## src/rtl/tiny_soc_mem_adapter_pkg.sv

```systemverilog
// Shared types and helpers for the Ibex data-port to SRAM adapter.
package tiny_soc_mem_pkg;

    // Fibonacci feedback mask for x^16 + x^14 + x^13 + x^11 + 1
    localparam logic [15:0] LfsrTaps = 16'hB400;

    // One slot of the fixed-latency response pipeline
    typedef struct packed {
        logic        valid;
        logic        err;
        logic        we;
        logic [31:0] data;
    } resp_stage_t;

    // Expand byte enables into a per-bit write mask
    function automatic logic [31:0] be_to_strb(input logic [3:0] be);
        logic [31:0] strb;
        strb = '0;
        for (int i = 0; i < 4; i++) begin
            strb[i*8 +: 8] = {8{be[i]}};
        end
        return strb;
    endfunction

endpackage

```

## src/rtl/tiny_soc_mem_adapter_if.sv

```systemverilog
// Core-side req/gnt/rvalid data bus of the Ibex LSU.
interface tiny_soc_mem_adapter_if;
    logic        req;
    logic [31:0] addr;
    logic        we;
    logic [3:0]  be;
    logic [31:0] wdata;
    logic        gnt;
    logic        rvalid;
    logic [31:0] rdata;
    logic        err;

    modport master (
        output req, addr, we, be, wdata,
        input  gnt, rvalid, rdata, err
    );

    modport slave (
        input  req, addr, we, be, wdata,
        output gnt, rvalid, rdata, err
    );
endinterface

```

## src/rtl/tiny_soc_mem_adapter_lfsr16.sv

```systemverilog
// 16-bit Fibonacci LFSR used to inject pseudo-random grant stalls.
module tiny_soc_lfsr16
    import tiny_soc_mem_pkg::*;
#(
    parameter logic [15:0] Seed = 16'hACE1
) (
    input  logic        clk_i,
    input  logic        rst_ni,
    input  logic        en_i,
    output logic [15:0] state_o
);

    logic [15:0] state_q, state_d;

    // Shift left, feeding the XOR of the tapped bits into bit 0
    always_comb begin
        state_d = state_q;
        if (en_i) begin
            state_d = {state_q[14:0], ^(state_q & LfsrTaps)};
        end
    end

    // State register, reloads the seed on reset
    always_ff @(posedge clk_i or negedge rst_ni) begin
        if (!rst_ni) begin
            state_q <= Seed;
        end else begin
            state_q <= state_d;
        end
    end

    assign state_o = state_q;

endmodule

```

## src/rtl/tiny_soc_mem_adapter.sv

```systemverilog
// Adapter between the Ibex data port and the single-cycle SRAM: real grants
// with optional random stalls, an outstanding-request cap, fixed-latency
// in-order responses and bus errors for accesses outside the SRAM window.
module tiny_soc_mem_adapter
    import tiny_soc_mem_pkg::*;
#(
    parameter logic [31:0] AddrBase       = 32'h8000_0000,
    parameter int          MemDepth       = 1 << 20,
    parameter int          Latency        = 2,
    parameter int          MaxOutstanding = 2,
    parameter bit          StallEn        = 1'b1,
    parameter logic [15:0] LfsrSeed       = 16'hACE1
) (
    input  logic                        clk_i,
    input  logic                        rst_ni,
    tiny_soc_mem_adapter_if.slave       bus,
    output logic                        mem_req_o,
    output logic                        mem_we_o,
    output logic [$clog2(MemDepth)-1:0] mem_addr_o,
    output logic [31:0]                 mem_wdata_o,
    output logic [31:0]                 mem_strb_o,
    input  logic [31:0]                 mem_rdata_i
);

    localparam int AW   = $clog2(MemDepth);
    localparam int CntW = $clog2(MaxOutstanding + 1);
    localparam logic [CntW:0] MaxOut = MaxOutstanding[CntW:0];

    logic [15:0]     lfsr;
    logic            stall;
    logic [31:0]     offset;
    logic            in_range;
    logic            slot_free;
    logic            gnt;
    logic            rvalid;
    logic [31:0]     rdata;
    logic [CntW-1:0] cnt_q, cnt_d;
    resp_stage_t     pipe_q [Latency];
    resp_stage_t     pipe_d [Latency];
    resp_stage_t     out_stage;
    logic            unused_lfsr;

    tiny_soc_lfsr16 #(.Seed(LfsrSeed)) u_lfsr (
        .clk_i   (clk_i),
        .rst_ni  (rst_ni),
        .en_i    (1'b1),
        .state_o (lfsr)
    );

    assign unused_lfsr = ^lfsr[15:1];
    assign stall       = StallEn & lfsr[0];

    // Addresses below the base wrap to huge offsets and fall out of range
    assign offset   = bus.addr - AddrBase;
    assign in_range = {1'b0, offset} < (33'(MemDepth) << 2);

    // A response leaving this cycle frees its slot for a same-cycle grant
    assign slot_free = {1'b0, cnt_q} < (MaxOut + {{CntW{1'b0}}, rvalid});
    assign gnt       = rst_ni & bus.req & ~stall & slot_free;

    assign mem_req_o   = gnt & in_range;
    assign mem_we_o    = mem_req_o & bus.we;
    assign mem_addr_o  = offset[AW+1:2];
    assign mem_wdata_o = bus.wdata;
    assign mem_strb_o  = be_to_strb(bus.be);

    // Outstanding count: up on grant, down on response
    always_comb begin
        cnt_d = cnt_q;
        case ({gnt, rvalid})
            2'b10:   cnt_d = cnt_q + CntW'(1);
            2'b01:   cnt_d = cnt_q - CntW'(1);
            default: cnt_d = cnt_q;
        endcase
    end

    // Next pipeline contents; read data joins the slot one cycle after grant
    always_comb begin
        pipe_d[0] = '{valid: gnt, err: gnt & ~in_range, we: bus.we, data: 32'h0};
        for (int i = 1; i < Latency; i++) begin
            pipe_d[i] = pipe_q[i-1];
            if (i == 1 && pipe_q[0].valid && !pipe_q[0].err && !pipe_q[0].we) begin
                pipe_d[i].data = mem_rdata_i;
            end
        end
    end

    // Counter and response pipeline registers; reset drops in-flight responses
    always_ff @(posedge clk_i or negedge rst_ni) begin
        if (!rst_ni) begin
            cnt_q <= '0;
            for (int i = 0; i < Latency; i++) begin
                pipe_q[i] <= '0;
            end
        end else begin
            cnt_q  <= cnt_d;
            pipe_q <= pipe_d;
        end
    end

    assign out_stage = pipe_q[Latency-1];
    assign rvalid    = out_stage.valid;

    // With a single stage the SRAM data is still in flight, so pass it through
    always_comb begin
        rdata = out_stage.data;
        if (Latency == 1 && out_stage.valid && !out_stage.err && !out_stage.we) begin
            rdata = mem_rdata_i;
        end
    end

    assign bus.gnt    = gnt;
    assign bus.rvalid = rvalid;
    assign bus.err    = out_stage.valid & out_stage.err;
    assign bus.rdata  = rdata;

    a_cnt_max: assert property (@(posedge clk_i) disable iff (!rst_ni)
        {1'b0, cnt_q} <= MaxOut);
    a_cnt_underflow: assert property (@(posedge clk_i) disable iff (!rst_ni)
        !(rvalid && cnt_q == '0));

endmodule

```

## src/flat_wrapper.sv

```systemverilog
// flat-port wrapper written by rule: the top's interface ports become plain ports
module tiny_soc_mem_adapter_flat import tiny_soc_mem_pkg::*;
#(
    parameter logic [31:0] AddrBase       = 32'h8000_0000,
    parameter int          MemDepth       = 1 << 20,
    parameter int          Latency        = 2,
    parameter int          MaxOutstanding = 2,
    parameter bit          StallEn        = 1'b1,
    parameter logic [15:0] LfsrSeed       = 16'hACE1
)
  (clk_i, rst_ni, mem_req_o, mem_we_o, mem_addr_o, mem_wdata_o, mem_strb_o, mem_rdata_i, bus_req, bus_addr, bus_we, bus_be, bus_wdata, bus_gnt, bus_rvalid, bus_rdata, bus_err);
  tiny_soc_mem_adapter_if bus_i ();
  input  logic clk_i;
  input  logic rst_ni;
  output logic mem_req_o;
  output logic mem_we_o;
  output logic [$clog2(MemDepth)-1:0] mem_addr_o;
  output logic [31:0] mem_wdata_o;
  output logic [31:0] mem_strb_o;
  input  logic [31:0] mem_rdata_i;
  input wire logic [$bits(bus_i.req)-1:0] bus_req;
  input wire logic [$bits(bus_i.addr)-1:0] bus_addr;
  input wire logic [$bits(bus_i.we)-1:0] bus_we;
  input wire logic [$bits(bus_i.be)-1:0] bus_be;
  input wire logic [$bits(bus_i.wdata)-1:0] bus_wdata;
  output wire logic [$bits(bus_i.gnt)-1:0] bus_gnt;
  output wire logic [$bits(bus_i.rvalid)-1:0] bus_rvalid;
  output wire logic [$bits(bus_i.rdata)-1:0] bus_rdata;
  output wire logic [$bits(bus_i.err)-1:0] bus_err;
  assign bus_i.req = bus_req;
  assign bus_i.addr = bus_addr;
  assign bus_i.we = bus_we;
  assign bus_i.be = bus_be;
  assign bus_i.wdata = bus_wdata;
  assign bus_gnt = bus_i.gnt;
  assign bus_rvalid = bus_i.rvalid;
  assign bus_rdata = bus_i.rdata;
  assign bus_err = bus_i.err;
  tiny_soc_mem_adapter #(.AddrBase(AddrBase), .MemDepth(MemDepth), .Latency(Latency), .MaxOutstanding(MaxOutstanding), .StallEn(StallEn), .LfsrSeed(LfsrSeed)) u_core (.clk_i(clk_i), .rst_ni(rst_ni), .bus(bus_i), .mem_req_o(mem_req_o), .mem_we_o(mem_we_o), .mem_addr_o(mem_addr_o), .mem_wdata_o(mem_wdata_o), .mem_strb_o(mem_strb_o), .mem_rdata_i(mem_rdata_i));
endmodule
```

## config.mk

```make
export PLATFORM = sky130hd
export DESIGN_NAME = tiny_soc_mem_adapter_flat
export DESIGN_NICKNAME = d
export VERILOG_FILES = /design/src/rtl/tiny_soc_mem_adapter_pkg.sv /design/src/rtl/tiny_soc_mem_adapter_if.sv /design/src/rtl/tiny_soc_mem_adapter_lfsr16.sv /design/src/rtl/tiny_soc_mem_adapter.sv /design/src/flat_wrapper.sv
export SDC_FILE = /design/constraint.sdc
export NUM_CORES = 1
export LEC_CHECK = 0
export BUFFER_PORTS_ARGS = -buffer_cell sky130_fd_sc_hd__buf_4
export CAP_MARGIN = 15
export CORE_MARGIN = 4
export CORE_UTILIZATION = 38
export CTS_CLUSTER_SIZE = 14
export DETAILED_ROUTE_END_ITERATION = 8
export PLACE_DENSITY = 0.8
export REMOVE_ABC_BUFFERS = 1
export SYNTH_ARGS = -nofsm -noshare
export SYNTH_HDL_FRONTEND = slang
export SYNTH_SLANG_ARGS = --single-unit
```

## constraint.sdc

```tcl
create_clock -name clk_i -period 2.08 [get_ports clk_i]
set_input_delay 0.312 -clock clk_i [delete_from_list [all_inputs] [get_ports clk_i]]
set_output_delay 0.312 -clock clk_i [all_outputs]
set_load 0.02 [all_outputs]
```

==> results of run 1 <==
synth_stat cells:
| library cell | number |
|---|---|
| clkbuf_1 | 3 |
| nor2_1 | 2 |
| ha_1 | 1 |
| a211o_1 | 1 |
| nand2b_1 | 1 |
| and3_1 | 1 |
| buf_4 | 116 |
| xor2_1 | 2 |
| and2_1 | 34 |
| dfstp_2 | 8 |
| nor3b_1 | 1 |
| nor4_4 | 1 |
| or4b_1 | 1 |
| nand2_1 | 1 |
| dfrtp_1 | 47 |
| or4_4 | 1 |
| inv_2 | 1 |
| xnor2_1 | 4 |
routing by layer:
layer  vias up  global-route usage  part of all wire
li1        513                   -                 -
met1       544               0.139              0.20
met2       182               0.349              0.47
met3         6               0.327              0.33
met4         0              0.0302            0.0054
met5         -                   0                 0
layout make-up:
| cell class | count | share of cell area |
|---|---|---|
| flip-flops and latches | 55 | 0.538 |
| well taps | 80 | 0.0388 |
| clock inverters | 3 | 0.00874 |
| clock buffers | 5 | 0.0267 |
| multi-input cells | 51 | 0.142 |
| inverters | 1 | 0.00146 |
| repair buffers | 84 | 0.245 |
cells in the final DEF, fill, tap and decap left out, types with 2 or more instances in the layout:
cell,netlist,layout
buf_4,116,84
xor2_1,2,2
and2_1,34,34
dfstp_2,8,8
dfrtp_1,47,47
clkbuf_8,0,5
xnor2_1,4,4
nor2_1,2,2
inv_6,0,2
state kept, by name, indices dropped and copies added (netlist names):
name	flops
u_core.pipe_d	3
u_core.bus.rdata	32
u_core.u_lfsr.state_o	16
u_core.out_stage	1
u_core.cnt_q	2
u_core.bus.rvalid	1
logic make-up after synthesis:
group,count (synthesis),synth area share
buf+inv,120,0.337
simple gates,43,0.109
compound gates,1,0.00333
flops,55,0.527
xor+xnor,6,0.0200
fa+ha+maj,1,0.00475
per-stage QoR:
stage	hold slack, ps	util	setup WS, ps	cells	instance area (sq um)
global placement	333	0.368	256	271	2490
global route	93.6	0.381	86.6	279	2580
finish	114	0.381	163	279	2580
CTS	106	0.381	158	279	2580
floorplan	16.4	-	245	107	1750
detailed placement	335	0.368	207	271	2490
worst max-delay path, stage by stage, from the launching register on:
cell      delay [ps]
dfrtp_1          420
nand2b_1         150
a211o_1          340
inv_2             80
and3_1           170
buf_4            150
worst paths after layout:
check	from	endpoint	slack, ps	cells after the start
min in group asynchronous	rst_ni	u_core.pipe_d[33]	130	2
max reg2reg	u_core.cnt_q[0]	u_core.cnt_q[1]	520	5
min	bus_we	u_core.pipe_d[32]	110	1
max in group asynchronous	rst_ni	u_core.bus.rdata[9]	1500	2
min reg2reg	u_core.u_lfsr.state_o[8]	u_core.u_lfsr.state_o[9]	360	0
max	u_core.cnt_q[0]	mem_we_o	160	5
power breakdown:
group / switching, mW / internal (mW)
Clock: 0.356 / 0.244
Combinational: 0.139 / 0.157
Sequential: 0.0354 / 1.13
==> qor.csv, run 1 <==
stage,metric,value,unit
setup_path,Setup CP Type,register to output pin,
floorplanning,Die Height,91.2,um
setup_path,crit-path max FO,4,
route,starting DRC count in detailed routing,37,
cts,clock-pin slew on the worst setup and hold paths,100,ps
route,Vias/cell,4.46,
cells_and_area,number of diodes,0,
route,# DRC,0,
min_path,Hold WC Path Type,input pin to register,
cts,"Setup Fix Bufs, Post-CTS",0,
floorplanning,Core ar.,0.00676,sq mm
cells_and_area,Reg area,0.00139,sq mm
route,vias post-DR,1245,
sta,fin crit share,0.922,
route,Routed WL,9080,um
grt,first-pass GRT wire length,12000,um
cts,clock sinks,55,
setup_path,Worst EP arrival,1610,ps
setup_path,CP required,1770,ps
setup_path,startpoint types,register,
sta,Final Skew,6.35,ps
cts,CTS tree,built,
synth,syn avg cell area,11.6,sq um
place,I/O Buffers,82,
synth,Yosys top cell area share,0.447,
cells_and_area,fraction of layout cells with a size suffix above 1,0.523,
cts,TritonCTS Buffers,5,
setup_path,CP Capture Type,output pin,
cells_and_area,Synth-to-Final Area Change,-2.09,%
synth,synthesized instance count,226,
power_and_ir_drop,worst vdd ir,417,uV
floorplanning,Ports,225,
cts,CTS Buffer Depth,2,
route,1st-pass router iterations,3,
cells_and_area,Final #Nets,303,
job,max cap viols,0,
place,Post-DP HPWL,7980,um
cts,H-tree Lvls,2,
synth,cell taking the most area after synthesis,dfrtp_1,
synth,Synth cell types,18,
floorplanning,Initial Util,0.390,
power_and_ir_drop,pwr/cell area,802,mW/mm^2
sta,Hold Fails Final Rpt,0,
grt,global-route usage over all layers,0.220,
cts,Root Driver,clkbuf_8,
synth,part of the Yosys area used for sequential elements,0.527,
synth,"Cell Area, Synth",0.00263,sq mm
cells_and_area,multi-input logic area,365,sq um
sta,# setup viols final,0,
sta,minimum clock period,1920,ps
grt,largest net degree at the start of global routing,56,
route,routed len/inst,32.5,um
sta,setup TNS,0,ps
cts,Post-CTS Resized,0,
synth,Yosys reg bits,55,
sta,RSZ-0062 raised after global routing,no,
cells_and_area,Fill cells,651,
synth,largest cells by area after synthesis,"dfrtp_1 (45%), buf_4 (33%), and2_1 (8.1%), dfstp_2 (8.0%), xnor2_1 (1.3%)",
sta,worst-margin pin slew,663,ps
floorplanning,Die Footprint,0.00832,sq mm
sta,maximum clock rate,522,MHz
synth,synth warn,0,
sta,normalized max-slew margin,0.558,
cts,Hold Buf Count CTS,0,
sta,final-report max-slew violation count,0,
power_and_ir_drop,Tot Pwr,2.07,mW
power_and_ir_drop,Leak,1.37,nW
grt,Overflow after GRT,0,
cts,Worst-Skew Late Latency,300,ps
grt,initial antenna violation count,0,
floorplanning,row count,30,
place,gpl congestion,0.722,
route,Final ANT Viol Nets,0,
grt,vias in the first global route,1353,
floorplanning,die width,91.2,um
run_status,status,completed,
Power figures use the tool's default switching activity.
==> run 2: changes to the inputs <==
- clock period: 2.08 -> 1.9 ns (I/O delays scaled with it)
==> qor.csv, run 2 (synthesis results as in run 1) <==
stage,metric,value,unit
run_status,status,completed,
sta,Final Skew,15.7,ps
power_and_ir_drop,internal cell power,1.70,mW
route,Vias/cell,4.50,
cts,TritonCTS Buffers,5,
power_and_ir_drop,Switch Pwr,0.593,mW
power_and_ir_drop,Leak,1.37,nW
floorplanning,row count,30,
cts,clock sinks,55,
power_and_ir_drop,worst vdd ir,596,uV
cells_and_area,max reg flops,32,
power_and_ir_drop,Tot Pwr,2.29,mW
power_and_ir_drop,combinational power share,0.158,
route,Final ANT Viol Nets,0,
grt,largest net degree at the start of global routing,56,
sta,final-report max-slew violation count,0,
sta,minimum clock period,1820,ps
setup_path,max incr delay on CP,400,ps
setup_path,Worst EP arrival,1530,ps
sta,worst-margin pin slew,664,ps
place,gpl congestion,0.727,
sta,RSZ-0062 raised after global routing,no,
cts,clock-pin slew on the worst setup and hold paths,110,ps
cells_and_area,Non-Filler Instances,281,
sta,setup TNS,0,ps
cts,H-tree Lvls,2,
cells_and_area,Synth-to-Final Area Change,-1.43,%
cells_and_area,most frequent cells in the layout,"buf_4 (86), dfrtp_1 (47), and2_1 (34)",
setup_path,CP Buf/Inv Count,2,
setup_path,Top delay family on crit path,flip-flops,
sta,Hold Fails Final Rpt,0,
floorplanning,Die Height,91.2,um
floorplanning,Ports,225,
grt,Overflow after GRT,0,
grt,initial antenna violation count,0,
power_and_ir_drop,clock network power share,0.287,
route,vias post-DR,1265,
place,placed cells,271,
place,dpl ws,110,ps
floorplanning,Core ar.,0.00676,sq mm
place,Post-DP HPWL,8050,um
setup_path,CP Capture Type,output pin,
cells_and_area,Finished Cell Area,0.00259,sq mm
place,I/O Buffers,82,
route,Routed WL,9200,um
place,Placement Cell Area,0.00249,sq mm
sta,fin crit share,0.955,
setup_path,startpoint types,register,
sta,maximum clock rate,551,MHz
grt,first-pass GRT wire length,12300,um
power_and_ir_drop,part of the power in registers,0.555,
cells_and_area,fraction of layout cells with a size suffix above 1,0.527,
route,routed len/inst,32.7,um
sta,normalized max-slew margin,0.557,
cells_and_area,"most common cell after layout, fill and taps aside",buf_4,
cells_and_area,number of diodes,0,
cts,Worst-Skew Late Latency,310,ps
setup_path,crit-path max FO,4,
sta,worst setup margin,85.0,ps
floorplanning,die width,91.2,um
route,starting DRC count in detailed routing,46,
min_path,Hold WC Path Type,input pin to register,
cts,Hold Buf Count CTS,0,
grt,vias in the first global route,1418,
cells_and_area,Final #Nets,305,
floorplanning,Initial Util,0.390,
route,1st-pass router iterations,3,
route,# DRC,0,
grt,global-route usage over all layers,0.226,
job,max cap viols,0,
floorplanning,Die Footprint,0.00832,sq mm
cts,Post-CTS Resized,0,
power_and_ir_drop,pwr/cell area,883,mW/mm^2
setup_path,worst path cell trace,nand2b_1 > a211o_1 > inv_2 > and3_1 > buf_4,
cts,CTS tree,built,
cts,Root Driver,clkbuf_8,
setup_path,CP max stage cell,dfrtp_1,
sta,# setup viols final,0,
cts,CTS Buffer Depth,2,
setup_path,CP required,1620,ps
setup_path,Setup CP Type,register to output pin,
power_and_ir_drop,switching share of power,0.259,
==> run 2: cell count changes in the layout (fill, tap and decap cells not counted) <==
cell	previous run	this run
clkinvlp_4	0	1
clkinv_2	1	0
buf_4	84	86
==> run 2: worst register-to-register path: stages, from the launching register on <==
cell and delay (ps):
dfrtp_1 400, nand2b_1 150, a211o_1 300, buf_4 150
ha_1 300, nor2_1 150, xor2_1 160
==> run 2: final cells by class <==
class | instances | area (sq um)
timing repair buffer | 86 | 646
inverter | 1 | 3.75
multi-input combinational | 51 | 365
fill | 636 | 4160
clock buffer | 5 | 68.8
clock inverter | 3 | 25.0
tap | 80 | 100
sequential | 55 | 1390
==> run 2: worst paths after layout <==
path                       slack, ps                        to                startpoint  cells past startpoint
max reg2reg                      230           u_core.cnt_q[1]           u_core.cnt_q[0]                      6
min                               90         u_core.pipe_d[32]                    bus_we                      1
max                               80                  mem_we_o           u_core.cnt_q[0]                      5
min reg2reg                      340  u_core.u_lfsr.state_o[9]  u_core.u_lfsr.state_o[8]                      0
max in group asynchronous       1350       u_core.bus.rdata[9]                    rst_ni                      2
min in group asynchronous        100           u_core.cnt_q[1]                    rst_ni                      2
==> run 2: layer usage <==
layer,vias to the layer above,wire length (um),track usage
met1,562,1830,0.139
met2,181,4390,0.367
li1,517,-,-
met3,5,2910,0.326
met5,-,0,0
met4,0,59,0.0339
==> run 2: stage by stage <==
| step | util | hold slack [ps] |
|---|---|---|
| 2_1_floorplan | - | -10.6 |
| 3_3_place_gp | 0.368 | 333 |
| 3_5_place_dp | 0.368 | 337 |
| 4_1_cts | 0.383 | 77.9 |
| 5_1_grt | 0.384 | 67.9 |
| 6_report | 0.384 | 87.9 |
==> run 2: what timing repair did <==
action / CTS / global route
setup buffers: 1 / 1
pin swaps: 0 / 1
setup endpoints to repair: 1 / 2
==> run 2: power by group through the flow <==
stage | Combinational [mW] | Sequential [mW] | Clock [mW]
2_1_floorplan | 0.103 | 1.34 | 0
3_3_place_gp | 0.324 | 1.30 | 0
3_5_place_dp | 0.336 | 1.30 | 0
4_1_cts | 0.361 | 1.27 | 0.678
5_1_grt | 0.390 | 1.28 | 0.730
6_report | 0.362 | 1.27 | 0.658
